--- src/rtl/fsa15_sum_accumulator.sv ---
// Registered batch accumulator behind the 15x15 carry-skip adder: sums NUM_TERMS
// handshaked words, then holds the total until taken. Build option FSA15_ACC_SAT_EN saturates on overflow.
module fsa15_sum_accumulator #(
    parameter int NUM_TERMS = 4,
    parameter int ACC_W     = 20
) (
    input  logic             CLK,
    input  logic             RST_N,
    input  logic             CLR,
    input  logic             IN_VALID,
    output logic             IN_READY,
    input  logic [15:0]      S,
    output logic             OUT_VALID,
    input  logic             OUT_READY,
    output logic [ACC_W-1:0] ACC,
    output logic             OUT_OVF,
    output logic [4:0]       CNT
);

    typedef enum logic {
        ST_ACCUM = 1'b0,
        ST_HOLD  = 1'b1
    } state_t;

    localparam logic [4:0] CNT_LAST = 5'(NUM_TERMS - 1);

    state_t           state_q, state_d;
    logic [ACC_W-1:0] acc_q, acc_d;
    logic             ovf_q, ovf_d;
    logic [4:0]       cnt_q, cnt_d;
    // Keeps IN_READY low while reset is held and until the first edge after release.
    logic             live_q;

    logic             take;
    logic             ovf_next;
    logic [ACC_W:0]   sum_ext;

    assign IN_READY  = live_q && (state_q == ST_ACCUM) && !CLR;
    assign take      = IN_VALID && IN_READY;
    assign sum_ext   = {1'b0, acc_q} + (ACC_W + 1)'(S);
    assign ovf_next  = ovf_q || sum_ext[ACC_W];

    always_comb begin
        // NOTE: every next-state signal gets a default first so no path leaves it unassigned (no latch).
        state_d = state_q;
        acc_d   = acc_q;
        ovf_d   = ovf_q;
        cnt_d   = cnt_q;

        if (CLR) begin
            state_d = ST_ACCUM;
            acc_d   = '0;
            ovf_d   = 1'b0;
            cnt_d   = '0;
        end else begin
            unique case (state_q)
                ST_ACCUM: begin
                    if (take) begin
                        cnt_d = cnt_q + 5'd1;
                        ovf_d = ovf_next;
`ifdef FSA15_ACC_SAT_EN
                        acc_d = ovf_next ? {ACC_W{1'b1}} : sum_ext[ACC_W-1:0];
`else
                        acc_d = sum_ext[ACC_W-1:0];
`endif
                        if (cnt_q == CNT_LAST) begin
                            state_d = ST_HOLD;
                        end
                    end
                end
                ST_HOLD: begin
                    // Handoff clears the batch; the next term waits one cycle for ACCUM.
                    if (OUT_READY) begin
                        state_d = ST_ACCUM;
                        acc_d   = '0;
                        ovf_d   = 1'b0;
                        cnt_d   = '0;
                    end
                end
                default: state_d = ST_ACCUM;
            endcase
        end
    end

    // NOTE: sequential state uses non-blocking assignments only, so all flops update together.
    always_ff @(posedge CLK or negedge RST_N) begin
        if (!RST_N) begin
            state_q <= ST_ACCUM;
            acc_q   <= '0;
            ovf_q   <= 1'b0;
            cnt_q   <= '0;
            live_q  <= 1'b0;
        end else begin
            state_q <= state_d;
            acc_q   <= acc_d;
            ovf_q   <= ovf_d;
            cnt_q   <= cnt_d;
            live_q  <= 1'b1;
        end
    end

    assign OUT_VALID = (state_q == ST_HOLD);
    assign ACC       = acc_q;
    assign OUT_OVF   = ovf_q;
    assign CNT       = cnt_q;

endmodule

--- config.mk ---
export PLATFORM = sky130hd
export DESIGN_NAME = fsa15_sum_accumulator
export DESIGN_NICKNAME = d
export VERILOG_FILES = /design/src/rtl/fsa15_sum_accumulator.sv
export SDC_FILE = /design/constraint.sdc
export NUM_CORES = 1
export LEC_CHECK = 0
export ABC_AREA = 1
export CORE_MARGIN = 4
export CORE_UTILIZATION = 50
export DETAILED_ROUTE_END_ITERATION = 6
export PLACE_DENSITY = 0.86
export SYNTH_ARGS = -nofsm -noshare
export SYNTH_HDL_FRONTEND = slang
export SYNTH_SLANG_ARGS = --single-unit
--- constraint.sdc ---
create_clock -name CLK -period 2.5 [get_ports CLK]
set_input_delay 0.5 -clock CLK [delete_from_list [all_inputs] [get_ports CLK]]
set_output_delay 0.5 -clock CLK [all_outputs]
set_load 0.05 [all_outputs]
# After elaboration in Yosys (flattened, before gate mapping)
# Cells that the tools add are included.
[totals]
regBits = 28
out_inout_bits = 28
word_cells = 34
[op_classes]
addsub = 2
eq_ne = 3
n_mux = 17
n_bitwise = 1
n_reduce_logical = 6
[op_table]
columns = ["op", "count"]
rows = [
  ["20-bit two-way mux", 3],
  ["20-bit case mux with 2 select lines", 1],
  ["20-bit by 16-bit adder with 21-bit output", 1],
  ["5-bit two-way mux", 3],
  ["5-bit case mux with 2 select lines", 1],
  ["1-bit two-way mux", 7],
  ["3-bit inequality test (second input constant)", 2],
  ["5-bit by 1-bit adder with 5-bit output (second input constant)", 1],
  ["5-bit by 2-bit == test with 1-bit output (second input constant)", 1],
  ["1-bit case mux with 2 select lines", 2],
  ["1-bit logical AND", 3],
  ["2-bit AND reduction", 1],
  ["1-bit zero test", 1],
  ["1-bit logical OR", 1],
  ["1-bit inverter", 1],
]

# Logic depth before layout (Yosys ltp)
# Gate-level depths: netlist of the first run.
[depth]
depth_word = 7
ltp_mapped = 12
depth_no_buf = 12

# Worst setup path before layout of the first run
# No wires, ideal clock.
[synth_path]
path_type = "register to register"
start = "reg acc_q[0], in the netlist ACC[0]"
end = "reg acc_q[16], in the netlist ACC[16]"
t_arrival_ns = 1.903
path_slack_ns = 0.476
path_stages_with_launch = 11
n_path_buf = 0
synth_period_minus_slack_ns = 2.024
cell_sequence = "dfrtp_1 ha_1 fa_1 nand2_1 nand3_1 nand3_1 nand2_1 nand3_1 nand2_1 a21oi_1 nor2_1"
[synth_between]
elab_chain_cells = 4
[synth_rtl]
columns = ["item", "line", "rtl"]
rows = [
  ["start, declared", "28", "logic [ACC_W-1:0] acc_q, acc_d;"],
  ["start signal, assigned", "89", "acc_q <= '0;"],
  ["start signal, assigned", "95", "acc_q <= acc_d;"],
  ["20-bit by 16-bit adder with 21-bit output", "40", "assign sum_ext = {1'b0, acc_q} + (ACC_W + 1)'(S);"],
  ["20-bit two-way mux", "58", "if (take) begin"],
  ["20-bit case mux with 2 select lines", "56", "unique case (state_q)"],
  ["20-bit two-way mux", "50", "if (CLR) begin"],
]
# Every way passes these cells. The select of a mux whose other input is x is not followed.
# A chain may end at the register's enable or synchronous reset.

# Worst setup path in the final report of the first run
[layout_path]
start = "in S[0]"
end = "reg acc_q[16], in the netlist ACC[16]"
[layout_between]
elab_chain_cells = 4
[layout_rtl]
columns = ["item", "line", "rtl"]
rows = [
  ["start, declared", "12", "input logic [15:0] S,"],
  ["20-bit by 16-bit adder with 21-bit output", "40", ""],
  ["20-bit two-way mux", "58", ""],
  ["20-bit case mux with 2 select lines", "56", ""],
  ["20-bit two-way mux", "50", ""],
]
# Every way passes these cells. The select of a mux whose other input is x is not followed.

==> flow_summary.yaml, run 1 <==
global_routing:
  grt_pass1_wl_um: 9760
  grt_max_degree: 29
  grt_usage_pct: 23.0
  grt_overflow: 0
  first_global_vias: 2196
  antenna_found_initial: 0
place:
  place.port_buffers: 48
  place.gp.congestion: 0.907
  dpl.hpwl_um: 4420
synth:
  synth-compound-area-share_pct: 13.1
  synth-xor-area-share_pct: 0
  synth-seq-cells: 28
  ys_types: 25
  syn_nets: 363
  synth_edf_count: 0
  synth.yosys.warnings: 0
  syn_area_um2: 2150
  yosys.area_share.adder_pct: 10.8
  ys_async_sr_fraction_pct: 100
  ys.flop_type: "dfrtp_1"
  seq_area_frac_synth_pct: 32.6
  synthMuxAreaShare_pct: 0
  synth_top_family_by_area: "simple AND/OR/NAND/NOR gates"
  syn_avg_cell_area_um2: 6.64
  synth-simple-area-share_pct: 34.6
  netlist_instances: 324
pwr:
  powerDensity_nw_per_um2: 516
  power_uw: 1440
  switchingPower_uw: 547
  p_int_uw: 889
  power.share.clock_pct: 26.0
  power_frac_seq_pct: 36.1
  power_leakage_uw: 0.00149
  p_comb_share_pct: 37.9
  peakVddDrop_uv: 342
  netSwitchingFraction_pct: 38.1
clocking:
  ctsHtreeMaxLevel: 1
  post-cts-setup-buffers: 0
  numClockSinks: 28
  tritoncts: "built"
  clockRootBuffer: "clkbuf_8"
  clk_pin_slew_ps: 110
  post_cts_resized: 0
  ctsHoldBuffers: 0
  cts_buffers: 3
  cts_buffer_depth: 2
  clock_latency_ps: 290
timing:
  fin_worst_skew_ps: 8.49
  worstMarginPinSlew_ps: 512
  hold_viol_final: 0
  maxSlewViolCount: 0
  fin_crit_sh_pct: 86.8
  max_slew_margin_pct: 65.8
  setup_violations: 0
  rsz0062_at_grt: "false"
  setup_tns_ps: 0
  post-route-min-period_ps: 2170
  fmax_ghz: 0.461
  hold_slack_ps: 516
die:
  core_area_um2: 4090
  die_y_um: 73.6
  die_w_um: 73.6
  ios: 49
  dieArea_um2: 5410
  start_util_pct: 52.6
  fp-row-count: 23
layout:
  drive_gt1_share_pct: 4.77
  fillers: 388
  final_common_cell: "nand2_1"
  areaGrowthSynthToFinish_pct: 29.4
  antenna_cells: 0
  fin_nets: 417
  most-common-layout-cells: "112 x nand2_1, 47 x clkdlybuf4s50_1, 42 x inv_1"
routing:
  firstDrtPassIters: 5
  via_count: 2277
  wl_per_cell_um: 13.3
  ant_nets: 0
  viasPerCell: 5.33
  drt_iter0_markers: 158
  finalWirelength_um: 5700
  drc: 0
worst_setup_path:
  reg2reg_depth: 10
  startpoint_type: "input pin"
  worstPathArrival_ps: 2350
  cp-end-kind: "flip-flop"
  required_ps: 2680
  critPathKind: "in -> reg"
  cp_max_fo: 4
job:
  cap_violations: 0
status:
  status: "finished, final reports clean"
hold_path:
  hold_class: "reg -> reg"
  min_path_cells: 2
synthesized netlist by cell type, drive strengths merged, types with 2 or more instances:
| master | n | share of area, % |
|---|---|---|
| buf | 3 | 1.0 |
| dfrtp | 28 | 33 |
| nor3 | 3 | 0.70 |
| o21ai | 14 | 3.4 |
| a21oi | 31 | 7.6 |
| a32o | 2 | 0.93 |
| a22o | 2 | 0.81 |
| ha | 17 | 9.9 |
| nor2 | 32 | 5.7 |
| nand3b | 3 | 1.0 |
| nand3 | 24 | 5.8 |
| nand4 | 3 | 0.87 |
| inv | 44 | 7.7 |
| nand2 | 114 | 20 |
layer usage:
metal  wire length, um  global-route usage [%]
met5                 0                       0
met4               118                    9.46
met3               324                    3.15
met2              2780                    38.5
met1              2480                    29.7
state kept, by name, indices dropped and copies added, names as in the netlist:
register / cells
ACC: 20
OUT_OVF: 1
OUT_VALID: 1
CNT: 5
live_q: 1
cell families (layout without fill, tap and decap cells):
logic type,count (synthesis),in the layout
adders and majority gates,18,18
buffers and inverters,47,100
other,1,1
and+or+nand+nor,180,180
DFF,28,28
AOI/OAI and AO/OA,50,50
power groups by stage:
| stage | logic (uW) | registers [uW] | clock network (uW) |
|---|---|---|---|
| 2_1_floorplan | 237 | 642 | 0 |
| 3_3_place_gp | 525 | 526 | 0 |
| 3_5_place_dp | 540 | 527 | 0 |
| 4_1_cts | 543 | 518 | 376 |
| 5_1_grt | 596 | 525 | 403 |
| 6_report | 544 | 518 | 374 |
worst max-delay path: stages:
cell and delay (ps):
clkdlybuf4s50_1 410, ha_1 220, fa_1 420, nand2_1 110, nand3_1 110, nand3_1 100, nand2_1 100, nand3_1 80
nand2_1 100, a21oi_1 140, nor2_1 60
metrics by stage:
stage	utilization [%]	setup slack [ps]	cells	area, um2
3_5_place_dp	66.4	21.9	423	2710
2_1_floorplan	-	476	324	2150
5_1_grt	68.1	212	427	2780
3_3_place_gp	66.4	111	423	2710
6_report	68.1	329	427	2780
4_1_cts	68.1	337	427	2780
path summary, 6_finish.rpt:
| kind | endpoint | from | slack [ps] |
|---|---|---|---|
| worst min register to register | ACC[9] | ACC[9] | 520 |
| worst max register to register | ACC[16] | ACC[0] | 540 |
| min in group asynchronous | ACC[11] | RST_N | 590 |
| worst max-delay path | ACC[16] | S[0] | 330 |
| max in group asynchronous | ACC[0] | RST_N | 1630 |
| worst min-delay path | ACC[9] | ACC[9] | 520 |
layout make-up:
cell class	instances	area, um2	share of cell area, %
Timing Repair Buffer	52	520	18.7
Inverter	44	165	5.94
Clock inverter	1	30.0	1.08
Multi-Input combinational cell	249	1260	45.4
Tap cell	50	62.6	2.25
Sequential cell	28	701	25.2
Clock buffer	3	41.3	1.48
(Power assumes the default switching activity.)
==> run 2, diff against run 1 <==
--- a/config.mk
+++ b/config.mk
@@ -5,11 +5,11 @@
 export SDC_FILE = /design/constraint.sdc
 export NUM_CORES = 1
 export LEC_CHECK = 0
-export ABC_AREA = 1
 export CORE_MARGIN = 4
 export CORE_UTILIZATION = 50
 export DETAILED_ROUTE_END_ITERATION = 6
-export PLACE_DENSITY = 0.86
+export PLACE_DENSITY = 0.87
+export SLEW_MARGIN = 0
 export SYNTH_ARGS = -nofsm -noshare
 export SYNTH_HDL_FRONTEND = slang
 export SYNTH_SLANG_ARGS = --single-unit
==> run 2 against run 1 <==
Register-to-register slack got worse by 380 ps. Area after synthesis shrank 7.9%. Cell area is 3.8% higher. Total power decreased by 2.4%. First-iteration DRC count is 27% higher. Clock skew grew 1.5 ps. Flip-flop and latch count unchanged. Worst hold slack improved by 7.5 ps. Routed wire length up 1.5%. Clock power fell by 2%. Synthesized cell count decreased by 32%. Critical path type unchanged.
==> flow_summary.yaml, run 2 <==
die:
  die_w_um: 71.0
  die_y_um: 71.0
  start_util_pct: 52.9
  fp-row-count: 22
  core_area_um2: 3740
  ios: 49
  dieArea_um2: 5040
synth:
  synthTopCellsByCount: "31 x nand2_1, 28 x dfrtp_1, 24 x o21ai_0"
  ys.flop_type: "dfrtp_1"
  ys_top_cells_by_area: "dfrtp_1 35%, ha_1 11%, o21ai_0 6.1%"
  synth_top_area_share_pct: 35.4
  synth.yosys.warnings: 0
  seq_area_frac_synth_pct: 35.4
  synth.largest_area_cell: "dfrtp_1"
  ys_async_sr_fraction_pct: 100
  ys_types: 48
  synth_edf_count: 0
  synth-seq-cells: 28
  syn_avg_cell_area_um2: 9.05
  netlist_instances: 219
  syn_area_um2: 1980
  synth_most_common_cell: "nand2_1"
  syn_nets: 258
timing:
  fin_worst_skew_ps: 9.95
  setup_violations: 0
  max_slew_margin_pct: 61.7
  worstMarginPinSlew_ps: 574
  maxSlewViolCount: 0
  hold_viol_final: 0
  fmax_ghz: 0.412
  post-route-min-period_ps: 2430
  fin_crit_sh_pct: 97.1
  setup_ws_ps: 71.5
  rsz0062_at_grt: "false"
layout:
  most-common-layout-cells: "46 x clkdlybuf4s50_1, 36 x buf_4, 31 x nand2_1"
  largest_reg_flops: 20
  fin_nets: 340
  design_area_um2: 2890
  drive_gt1_share_pct: 19.7
  antenna_cells: 0
  areaGrowthSynthToFinish_pct: 45.8
  final_common_cell: "clkdlybuf4s50_1"
  fillers: 253
worst_setup_path:
  startpoint_type: "input pin"
  cp-end-kind: "flip-flop"
  worstPathArrival_ps: 2620
  crit_path_start: "S[2]"
  critical_path.endpoint: "ACC[18]"
  cp_cell_sequence: "clkdlybuf4s50_1 > ha_1 > a21o_1 > a221oi_2 > buf_4 > o221a_2 > o21a_1 > or3_1 > a21oi_1"
  cp_top_family: "compound AO/OA/AOI/OAI gates"
  critPathKind: "in -> reg"
  cp_slowest_cell: "clkdlybuf4s50_1"
  reg2reg_from: "ACC[0]"
  r2r_setup_slack_ps: 160
  required_ps: 2690
  worst_r2r_endpoint: "ACC[10]"
  max_stage_delay_ps: 410
  reg2reg_depth: 8
  cp.depth: 9
  cp_max_fo: 4
  critPathBufInv: 2
place:
  placed_cell_area_um2: 2760
  place.port_buffers: 48
  place.gp.congestion: 0.865
  dpl.hpwl_um: 4130
  place_ws_ps: -391
routing:
  ant_nets: 0
  drc: 0
  viasPerCell: 5.95
  wl_per_cell_um: 16.6
  firstDrtPassIters: 4
  drt_iter0_markers: 200
  finalWirelength_um: 5790
  via_count: 2071
hold_path:
  hold_class: "reg -> reg"
global_routing:
  first_global_vias: 2114
  antenna_found_initial: 0
  grt_max_degree: 29
  grt_overflow: 0
  grt_usage_pct: 23.3
  grt_pass1_wl_um: 9710
clocking:
  clock_latency_ps: 280
  ctsHtreeMaxLevel: 1
  numClockSinks: 28
  tritoncts: "built"
  cts_buffers: 3
  clk_pin_slew_ps: 110
  cts_buffer_depth: 2
  clockRootBuffer: "clkbuf_8"
pwr:
  powerDensity_nw_per_um2: 485
  power_leakage_uw: 0.00130
  peakVddDrop_uv: 295
job:
  cap_violations: 0
status:
  status: "finished, final reports clean"
-- run 2: cell types whose count changed in the layout (fill, tap and decap cells not counted), moves of 7 or more --
cell,change
nand2_1,-81
inv_1,-38
buf_4,+32
nor2_1,-24
a21oi_1,-14
o21ai_0,+12
nand3_1,-10
xor2_1,+8
xnor2_1,+7
-- run 2: cell families (layout without fill, tap and decap cells) --
family | after synthesis | after routing | share of synthesized area, %
simple gates | 70 | 70 | 16.5
xor+xnor | 15 | 15 | 6.63
buf+inv | 11 | 92 | 2.71
mux | 3 | 3 | 1.52
fa+ha+maj | 18 | 18 | 11.7
flops | 28 | 28 | 35.4
compound gates | 73 | 73 | 25.3
other cells | 1 | 1 | 0.189
-- run 2: area by class of cell --
| type | count | area, um2 | area share [%] |
|---|---|---|---|
| well taps | 48 | 60.1 | 2.08 |
| multi-input cells | 180 | 1280 | 44.2 |
| clock buffers | 3 | 41.3 | 1.43 |
| inverters | 4 | 15.0 | 0.520 |
| repair buffers | 84 | 763 | 26.4 |
| flip-flops and latches | 28 | 702 | 24.3 |
| clock inverters | 1 | 30.0 | 1.04 |
-- run 2: per-stage QoR --
stage                     instances  util, %  setup TNS [ps]  hold slack [ps]  total power [uW]
final                           348     77.2               0              523              1400
after global routing            348     77.2               0              559              1470
after CTS                       346     75.6               0              530              1380
after detailed placement        342     73.6           -2990              497              1010
after global placement          342     73.6           -2090              493              1000
after floorplan                 219        -               0              204               803
-- run 2: repair_timing --
action / CTS / global route
hold buffers: 0 / 0
setup endpoints to repair: 6 / 6
pin swaps: 2 / 2
resized for setup: 2 / 5
setup buffers: 0 / 2
-- run 2: how the worst min path moves through the flow --
stage | startpoint | endpoint | slack [ps] | cells after the start
after CTS | OUT_OVF | OUT_OVF | 530 | 2
after global routing | OUT_OVF | OUT_OVF | 560 | 2
final | OUT_OVF | OUT_OVF | 520 | 2
after floorplan | RST_N | ACC[0] | 200 | 0
after detailed placement | OUT_OVF | OUT_OVF | 500 | 2
after global placement | ACC[9] | ACC[9] | 490 | 2
-- run 2: layer usage --
layer / vias to the layer above / global-route usage (%) / routed length (um)
li1: 964 / - / -
met1: 998 / 29.6 / 2380
met2: 92 / 40.1 / 2950
met3: 17 / 3.84 / 348
met4: 0 / 7.52 / 105
met5: - / 0 / 0
-- run 2: power by group --
group          internal (uW)  leakage (uW)  switching, uW
logic                    242      0.000886            292
registers                476      0.000380           25.1
clock network            215     0.0000357            151
-- run 2: worst reg2reg max path: stages (launching register included) --
cell      delay, ps
dfrtp_2         450
ha_4            180
fa_2            400
a21o_1          200
a221oi_2        210
buf_4           170
o21ai_0          80
a211o_1         300
a32o_1          250
